[src/rtl/regfile_pkg.sv]
// Shared types and helpers for the multi-port register file.
// Holds the init sequencer state enum, default sizing constants and
// the address qualification helper used by both write and read paths.
package regfile_pkg;

  typedef enum logic {
    RF_CLEAR,
    RF_RUN
  } rf_state_e;

  localparam int RF_DATA_W = 32;
  localparam int RF_DEPTH  = 32;

  // An address is usable when it lies inside the array and is not the
  // hard-wired zero entry (when that entry is enabled).
  function automatic logic addr_valid(input int unsigned addr,
                                      input int unsigned depth,
                                      input logic        zero_reg);
    return (addr < depth) && !(zero_reg && (addr == 0));
  endfunction

endpackage

[src/rtl/regfile_init_seq.sv]
// Post-reset clearing sequencer for the register file.
// Walks a counter over every entry once after reset, asserting clr_en
// with clr_addr, then parks in RF_RUN and raises init_done.
module regfile_init_seq
  import regfile_pkg::*;
#(
  parameter int DEPTH  = RF_DEPTH,
  parameter int ADDR_W = $clog2(DEPTH)
) (
  input  logic              clk,
  input  logic              rst_n,
  output logic              clr_en,
  output logic [ADDR_W-1:0] clr_addr,
  output logic              init_done
);

  rf_state_e         state;
  rf_state_e         stateNext;
  logic [ADDR_W-1:0] clearCount;
  logic [ADDR_W-1:0] clearCountNext;

  // State and clear counter registers.
  always_ff @(posedge clk or negedge rst_n) begin
    if (!rst_n) begin
      state      <= RF_CLEAR;
      clearCount <= '0;
    end else begin
      state      <= stateNext;
      clearCount <= clearCountNext;
    end
  end

  // Advance the counter while clearing; leave CLEAR after the last entry.
  always_comb begin
    stateNext      = state;
    clearCountNext = clearCount;
    clr_en         = 1'b0;
    init_done      = 1'b0;
    case (state)
      RF_CLEAR: begin
        clr_en = 1'b1;
        if (clearCount == ADDR_W'(DEPTH - 1)) begin
          stateNext = RF_RUN;
        end else begin
          clearCountNext = clearCount + ADDR_W'(1);
        end
      end
      RF_RUN: begin
        init_done = 1'b1;
      end
    endcase
  end

  assign clr_addr = clearCount;

endmodule

[src/rtl/mp_register_file.sv]
// Parametrised multi-port register file with registered reads,
// optional zero register and a post-reset clearing sequence.
// Define REGFILE_WR_BYPASS_EN for write-first reads (same-cycle write
// data forwarded to reads); otherwise reads return the old contents.
module mp_register_file
  import regfile_pkg::*;
#(
  parameter int DATA_W   = RF_DATA_W,
  parameter int DEPTH    = RF_DEPTH,
  parameter int ADDR_W   = $clog2(DEPTH),
  parameter int NUM_RD   = 2,
  parameter int NUM_WR   = 2,
  parameter int ZERO_REG = 1
) (
  input  logic                     clk,
  input  logic                     rst_n,
  input  logic [NUM_RD-1:0]        rd_en,
  input  logic [NUM_RD*ADDR_W-1:0] rd_addr,
  output logic [NUM_RD*DATA_W-1:0] rd_data,
  output logic [NUM_RD-1:0]        rd_valid,
  input  logic [NUM_WR-1:0]        wr_en,
  input  logic [NUM_WR*ADDR_W-1:0] wr_addr,
  input  logic [NUM_WR*DATA_W-1:0] wr_data,
  output logic                     wr_conflict,
  output logic                     init_done
);

  localparam logic ZeroRegEn = (ZERO_REG != 0);

  logic              clrEn;
  logic [ADDR_W-1:0] clrAddr;
  logic [DATA_W-1:0] mem [DEPTH];
  logic [NUM_WR-1:0] wrAccept;
  logic [DATA_W-1:0] readValue [NUM_RD];
  logic              conflictNext;

  regfile_init_seq #(
    .DEPTH (DEPTH),
    .ADDR_W(ADDR_W)
  ) initSeq (
    .clk      (clk),
    .rst_n    (rst_n),
    .clr_en   (clrEn),
    .clr_addr (clrAddr),
    .init_done(init_done)
  );

  // A write port takes effect only after clearing and on a usable address.
  always_comb begin
    wrAccept = '0;
    for (int w = 0; w < NUM_WR; w++) begin
      wrAccept[w] = init_done && wr_en[w] &&
                    addr_valid(32'(wr_addr[w*ADDR_W +: ADDR_W]), DEPTH, ZeroRegEn);
    end
  end

  // Two accepted writers aimed at the same entry is a conflict.
  always_comb begin
    conflictNext = 1'b0;
    if (NUM_WR == 2) begin
      conflictNext = wrAccept[0] && wrAccept[NUM_WR-1] &&
                     (wr_addr[0 +: ADDR_W] == wr_addr[(NUM_WR-1)*ADDR_W +: ADDR_W]);
    end
  end

  // Array update: clearing has priority, later write ports override earlier ones.
  always_ff @(posedge clk) begin
    if (clrEn) begin
      mem[clrAddr] <= '0;
    end else begin
      for (int w = 0; w < NUM_WR; w++) begin
        if (wrAccept[w]) begin
          mem[wr_addr[w*ADDR_W +: ADDR_W]] <= wr_data[w*DATA_W +: DATA_W];
        end
      end
    end
  end

  // Per-port read value, zero for unusable addresses, optionally forwarding writes.
  always_comb begin
    for (int p = 0; p < NUM_RD; p++) begin
      readValue[p] = '0;
      if (addr_valid(32'(rd_addr[p*ADDR_W +: ADDR_W]), DEPTH, ZeroRegEn)) begin
        readValue[p] = mem[rd_addr[p*ADDR_W +: ADDR_W]];
`ifdef REGFILE_WR_BYPASS_EN
        for (int w = 0; w < NUM_WR; w++) begin
          if (wrAccept[w] && (wr_addr[w*ADDR_W +: ADDR_W] == rd_addr[p*ADDR_W +: ADDR_W])) begin
            readValue[p] = wr_data[w*DATA_W +: DATA_W];
          end
        end
`endif
      end
    end
  end

  // Registered read outputs and the one-cycle conflict pulse.
  always_ff @(posedge clk or negedge rst_n) begin
    if (!rst_n) begin
      rd_data     <= '0;
      rd_valid    <= '0;
      wr_conflict <= 1'b0;
    end else begin
      wr_conflict <= conflictNext;
      for (int p = 0; p < NUM_RD; p++) begin
        if (init_done && rd_en[p]) begin
          rd_data[p*DATA_W +: DATA_W] <= readValue[p];
          rd_valid[p]                 <= 1'b1;
        end else begin
          rd_valid[p] <= 1'b0;
        end
      end
    end
  end

endmodule

[config.mk]
export PLATFORM = sky130hd
export DESIGN_NAME = mp_register_file
export DESIGN_NICKNAME = d
export VERILOG_FILES = /design/src/rtl/regfile_pkg.sv /design/src/rtl/regfile_init_seq.sv /design/src/rtl/mp_register_file.sv
export SDC_FILE = /design/constraint.sdc
export NUM_CORES = 2
export LEC_CHECK = 0
export CORE_MARGIN = 2
export CORE_UTILIZATION = 40
export DETAILED_ROUTE_END_ITERATION = 8
export PLACE_DENSITY_LB_ADDON = 0.1
export SKIP_LAST_GASP = 1
export SYNTH_ARGS = -nofsm -noshare
export SYNTH_HDL_FRONTEND = slang
export SYNTH_HIERARCHICAL = 1
export SYNTH_SLANG_ARGS = --single-unit
[constraint.sdc]
create_clock -name clk -period 6.3 [get_ports clk]
set_clock_uncertainty 0.15 [all_clocks]
set_input_delay 1.26 -clock clk [delete_from_list [all_inputs] [get_ports clk]]
set_output_delay 1.26 -clock clk [all_outputs]
set_load 0.02 [all_outputs]
==> impl_results.html <==
<table>
<tr><th>Metric</th><th>Value</th></tr>
<tr><th colspan="2">Outcome</th></tr>
<tr><td>Status</td><td>completed</td></tr>
<tr><th colspan="2">Placement</th></tr>
<tr><td>Final weighted congestion in routability-driven placement</td><td>0.899</td></tr>
<tr><td>DP HPWL</td><td>147000 microns</td></tr>
<tr><td>PortBufs</td><td>between 150 and 200</td></tr>
<tr><th colspan="2">Detailed routing</th></tr>
<tr><td>Total vias in the final route</td><td>45060</td></tr>
<tr><td>Number of iterations in the first detailed-routing pass</td><td>7</td></tr>
<tr><td>Post-route DRC violation count</td><td>0</td></tr>
<tr><td>Iteration-0 DRC Markers</td><td>roughly 5000</td></tr>
<tr><td>Average detailed-routed wire length per instance</td><td>31.7 microns</td></tr>
<tr><td>Average vias per placed instance</td><td>roughly 6.1</td></tr>
<tr><td>ANT nets after route</td><td>0</td></tr>
<tr><td>Routed wire length</td><td>about 240000 microns</td></tr>
<tr><th colspan="2">Synth</th></tr>
<tr><td>Synth Register Bits</td><td>between 1000 and 1500</td></tr>
<tr><td>Primary FF master, synth</td><td>sky130_fd_sc_hd__edfxtp_1</td></tr>
<tr><td>Avg Synthesized Cell Area</td><td>about 11 sq um</td></tr>
<tr><td>Yosys warnings</td><td>6</td></tr>
<tr><td>Number of synthesized flops with an enable pin</td><td>roughly 1000</td></tr>
<tr><td>Post-synth net total</td><td>5546</td></tr>
<tr><td>Post-Syn Instances</td><td>roughly 5500</td></tr>
<tr><td>Proportion of synthesized flip-flops having asynchronous set or reset</td><td>6.65%</td></tr>
<tr><td>Number of different library cells in the post-synthesis netlist</td><td>between 60 and 70</td></tr>
<tr><td>Sequential element share of the synthesized area</td><td>a little over half</td></tr>
<tr><td>Post-synthesis instance area</td><td>61600 sq um</td></tr>
<tr><th colspan="2">Die</th></tr>
<tr><td>Die outline height</td><td>396 microns</td></tr>
<tr><td>Site row count</td><td>143</td></tr>
<tr><td>Core region area</td><td>152000 sq um</td></tr>
<tr><td>I/O pins</td><td>roughly 160</td></tr>
<tr><td>DIE AREA</td><td>157000 sq um</td></tr>
<tr><td>Starting density of the core</td><td>40.4%</td></tr>
<tr><td>Width of the die</td><td>396 microns</td></tr>
<tr><th colspan="2">Timing</th></tr>
<tr><td>Count of endpoints failing hold in the final timing report</td><td>0</td></tr>
<tr><td>Maximum clock frequency</td><td>0.222 GHz</td></tr>
<tr><td>Final worst-path cycle share</td><td>71.6%</td></tr>
<tr><td>Post-Route Setup TNS</td><td>0 ns</td></tr>
<tr><td>Relative slew slack</td><td>17.1%</td></tr>
<tr><td>Transition at the pin with the smallest max-transition slack</td><td>1.24 ns</td></tr>
<tr><td>Unrepaired setup endpoints after global routing</td><td>false</td></tr>
<tr><td># setup viols final</td><td>0</td></tr>
<tr><td>Final critical-path required period</td><td>4.51 ns</td></tr>
<tr><td>Final-report max-slew violation count</td><td>0</td></tr>
<tr><th colspan="2">Worst setup path</th></tr>
<tr><td>Type of element capturing the critical path</td><td>flop</td></tr>
<tr><td>FF-to-FF path depth</td><td>7</td></tr>
<tr><td>Worst stage delay on the critical path</td><td>0.74 ns</td></tr>
<tr><td>Crit start category</td><td>input pin</td></tr>
<tr><td>Maximum fanout along the worst path</td><td>20</td></tr>
<tr><td>Cell with the largest stage delay on the worst path</td><td>sky130_fd_sc_hd__o21bai_4</td></tr>
<tr><td>Critical Path, Cell by Cell</td><td>clkdlybuf4s50_1 &gt; or2_4 &gt; o41a_2 &gt; o32ai_2 &gt; nand2_1 &gt; o21bai_4 &gt; buf_4</td></tr>
<tr><td>R2r setup slk</td><td>~1.8 ns</td></tr>
<tr><td>Critical path arrival</td><td>approximately 4.8 ns</td></tr>
<tr><td>Required time at the endpoint of the critical path</td><td>6.58 ns</td></tr>
<tr><td>Crit path buffers/inverters</td><td>2</td></tr>
<tr><td>Top delay family on crit path</td><td>compound AO/OA/AOI/OAI gates</td></tr>
<tr><td>Start of the worst register-to-register path</td><td>initSeq/state$_DFF_PN0_</td></tr>
<tr><td>CP Class</td><td>in2reg</td></tr>
<tr><td>Endpoint of the worst-slack reg-to-reg timing path</td><td>mem[31][7]$_DFFE_PP_</td></tr>
<tr><th colspan="2">Global routing</th></tr>
<tr><td>Initial antenna violation count</td><td>11</td></tr>
<tr><td>First-pass GRT wire length</td><td>~340000 microns</td></tr>
<tr><td>Total grt overflow</td><td>0</td></tr>
<tr><td>Via count of the first global-routing pass</td><td>44090</td></tr>
<tr><td>Maximum number of pins on one net before global-route repair</td><td>roughly 100</td></tr>
<tr><td>Overall fraction of global-route tracks in use</td><td>30.0%</td></tr>
<tr><th colspan="2">Clocking</th></tr>
<tr><td>Setup bufs post-CTS</td><td>0</td></tr>
<tr><td>Clock tree root driver cell</td><td>sky130_fd_sc_hd__clkbuf_16</td></tr>
<tr><td>Clock transition at path regs</td><td>around 0.050 ns</td></tr>
<tr><td>Sink count of the clock tree</td><td>about 1100</td></tr>
<tr><td>Clock tree from TritonCTS</td><td>yes</td></tr>
<tr><td>TritonCTS buffer count</td><td>136</td></tr>
<tr><td>Post-cts sizing count</td><td>0</td></tr>
<tr><td>Clock buffer depth</td><td>3</td></tr>
<tr><td>Max H-tree Level</td><td>4</td></tr>
<tr><td>Post-CTS Hold Buffers</td><td>0</td></tr>
<tr><td>Clock latency of the later-clocked register in the worst-skew pair</td><td>0.78 ns</td></tr>
<tr><th colspan="2">Min path</th></tr>
<tr><td>Min-Delay Path Depth</td><td>1</td></tr>
<tr><td>Start point of the worst min-delay path</td><td>rd_data[9]$_DFFE_PN0P_</td></tr>
<tr><td>Class of the worst hold path</td><td>reg2reg</td></tr>
<tr><td>Worst-case hold path end point</td><td>rd_data[9]$_DFFE_PN0P_</td></tr>
<tr><th colspan="2">Final layout</th></tr>
<tr><td>Final core utilization</td><td>45.4%</td></tr>
<tr><td>Area Growth Syn to Fin</td><td>12.4%</td></tr>
<tr><td>Fin nets</td><td>5379</td></tr>
<tr><td>Most common cell after layout, fill and taps aside</td><td>sky130_fd_sc_hd__nand2_1</td></tr>
<tr><td>Most frequent cells in the layout</td><td>1236 x sky130_fd_sc_hd__nand2_1, 1024 x sky130_fd_sc_hd__edfxtp_1, 995 x sky130_fd_sc_hd__o21ai_0, 320 x sky130_fd_sc_hd__mux4_2, 260 x sky130_fd_sc_hd__mux2i_1</td></tr>
<tr><td>Fraction of layout instances using a drive strength above 1</td><td>17.2%</td></tr>
<tr><th colspan="2">Pwr</th></tr>
<tr><td>Pwr dens</td><td>~260 nW/um^2</td></tr>
<tr><td>Max VDD drop</td><td>233 uV</td></tr>
<tr><td>Static leakage</td><td>between 0.02 and 0.025 uW</td></tr>
<tr><th colspan="2">Job</th></tr>
<tr><td>Number of maximum-capacitance violations</td><td>0</td></tr>
</table>
metrics by stage:
step	instances	hold WS, ns	power (uW)	cell area (sq um)	setup WS (ns)
2_1_floorplan	5454	0.324	9410	61600	1.71
5_1_grt	7423	0.373	18200	69200	1.69
6_report	7424	0.349	17700	69200	1.79
3_5_place_dp	7179	0.342	10300	65000	1.10
4_1_cts	7422	0.355	17800	69200	1.89
3_3_place_gp	7179	0.345	10200	65000	1.09
flip-flops by register name (all words and copies together), names as in the netlist:
name and count:
initSeq/clr_addr 5, rd_valid 2, initSeq/state 1, wr_conflict 1, rd_data 64, mem 1024
layer usage:
layer / up-vias / share of wire [%] / GRT usage, %
met4: 10 / 3.9 / 11.3
met5: - / 0.024 / 0
met1: 22687 / 42 / 41.2
li1: 19972 / - / -
met3: 363 / 7.2 / 4.13
met2: 2028 / 47 / 48.3
cell type report:
class,count,area (sq um)
Timing Repair Buffer,341,3190
Clock inverter,57,437
Sequential cell,1097,32600
Tap cell,2030,2540
Inverter,41,154
Fill cell,13862,83200
Clock buffer,186,3780
Antenna cell,2,5.00
Multi-Input combinational cell,3670,26500
cell usage after synthesis (3+ instances only):
cell type	number	area share (%)
sky130_fd_sc_hd__a21oi_1	5	0.041
sky130_fd_sc_hd__mux2_2	126	2.3
sky130_fd_sc_hd__nand2b_1	67	0.68
sky130_fd_sc_hd__nor2b_1	68	0.69
sky130_fd_sc_hd__buf_6	9	0.16
sky130_fd_sc_hd__clkbuf_1	327	2.0
sky130_fd_sc_hd__nand4_1	4	0.041
sky130_fd_sc_hd__buf_4	22	0.27
sky130_fd_sc_hd__edfxtp_1	1024	50
sky130_fd_sc_hd__clkbuf_2	57	0.46
sky130_fd_sc_hd__o2111ai_1	60	0.85
sky130_fd_sc_hd__mux4_2	320	12
sky130_fd_sc_hd__o21bai_1	31	0.38
sky130_fd_sc_hd__nand3_1	68	0.55
sky130_fd_sc_hd__a32o_1	63	1.0
sky130_fd_sc_hd__dfrtp_1	73	3.0
sky130_fd_sc_hd__and2_1	15	0.15
sky130_fd_sc_hd__mux2i_1	260	4.2
sky130_fd_sc_hd__a22oi_1	60	0.73
sky130_fd_sc_hd__nor4_1	8	0.081
sky130_fd_sc_hd__a211oi_1	70	0.85
sky130_fd_sc_hd__xor2_1	4	0.057
sky130_fd_sc_hd__nand2_1	1238	7.5
sky130_fd_sc_hd__buf_2	180	1.5
sky130_fd_sc_hd__and3_1	5	0.051
sky130_fd_sc_hd__o21ai_0	995	8.1
sky130_fd_sc_hd__nor2_1	10	0.061
sky130_fd_sc_hd__or3_1	3	0.030
sky130_fd_sc_hd__nand3b_1	5	0.061
sky130_fd_sc_hd__inv_1	41	0.25
sky130_fd_sc_hd__xnor2_1	3	0.043
sky130_fd_sc_hd__nor3_1	83	0.67
sky130_fd_sc_hd__buf_1	49	0.30
sky130_fd_sc_hd__o22ai_1	60	0.61
where the power goes:
part / internal (uW) / switching [uW]
Combinational: 671 / 1260
Sequential: 8090 / 96.7
Clock: 4360 / 3230
kinds of logic (layout without fill, tap and decap cells):
group	after synthesis	in the layout	synth area share [%]
AO/OA/AOI/OAI	1364	1364	12.9
XOR/XNOR	7	7	0.0996
adder cells (fa/ha/maj)	2	2	0.0406
buffers and inverters	687	625	4.93
flip-flops	1097	1097	52.9
multiplexers	706	706	18.2
other	0	2	0
AND/OR/NAND/NOR	1591	1591	10.9
worst max-delay path by stage:
stage                                  startpoint                   end  slack (ns)  cells past startpoint
after floorplan                        wr_addr[0]   mem[5][0]$_DFFE_PP_        1.71                      7
after detailed placement               wr_addr[4]   mem[5][9]$_DFFE_PP_        1.10                      7
after CTS                 initSeq/state$_DFF_PN0_  mem[31][2]$_DFFE_PP_        1.89                      7
after global routing      initSeq/state$_DFF_PN0_  mem[31][2]$_DFFE_PP_        1.69                      7
after global placement                 wr_addr[4]  mem[6][16]$_DFFE_PP_        1.09                      7
final                                  wr_addr[4]  mem[6][24]$_DFFE_PP_        1.79                      7
Note: power is estimated with default switching activity, not from simulation.
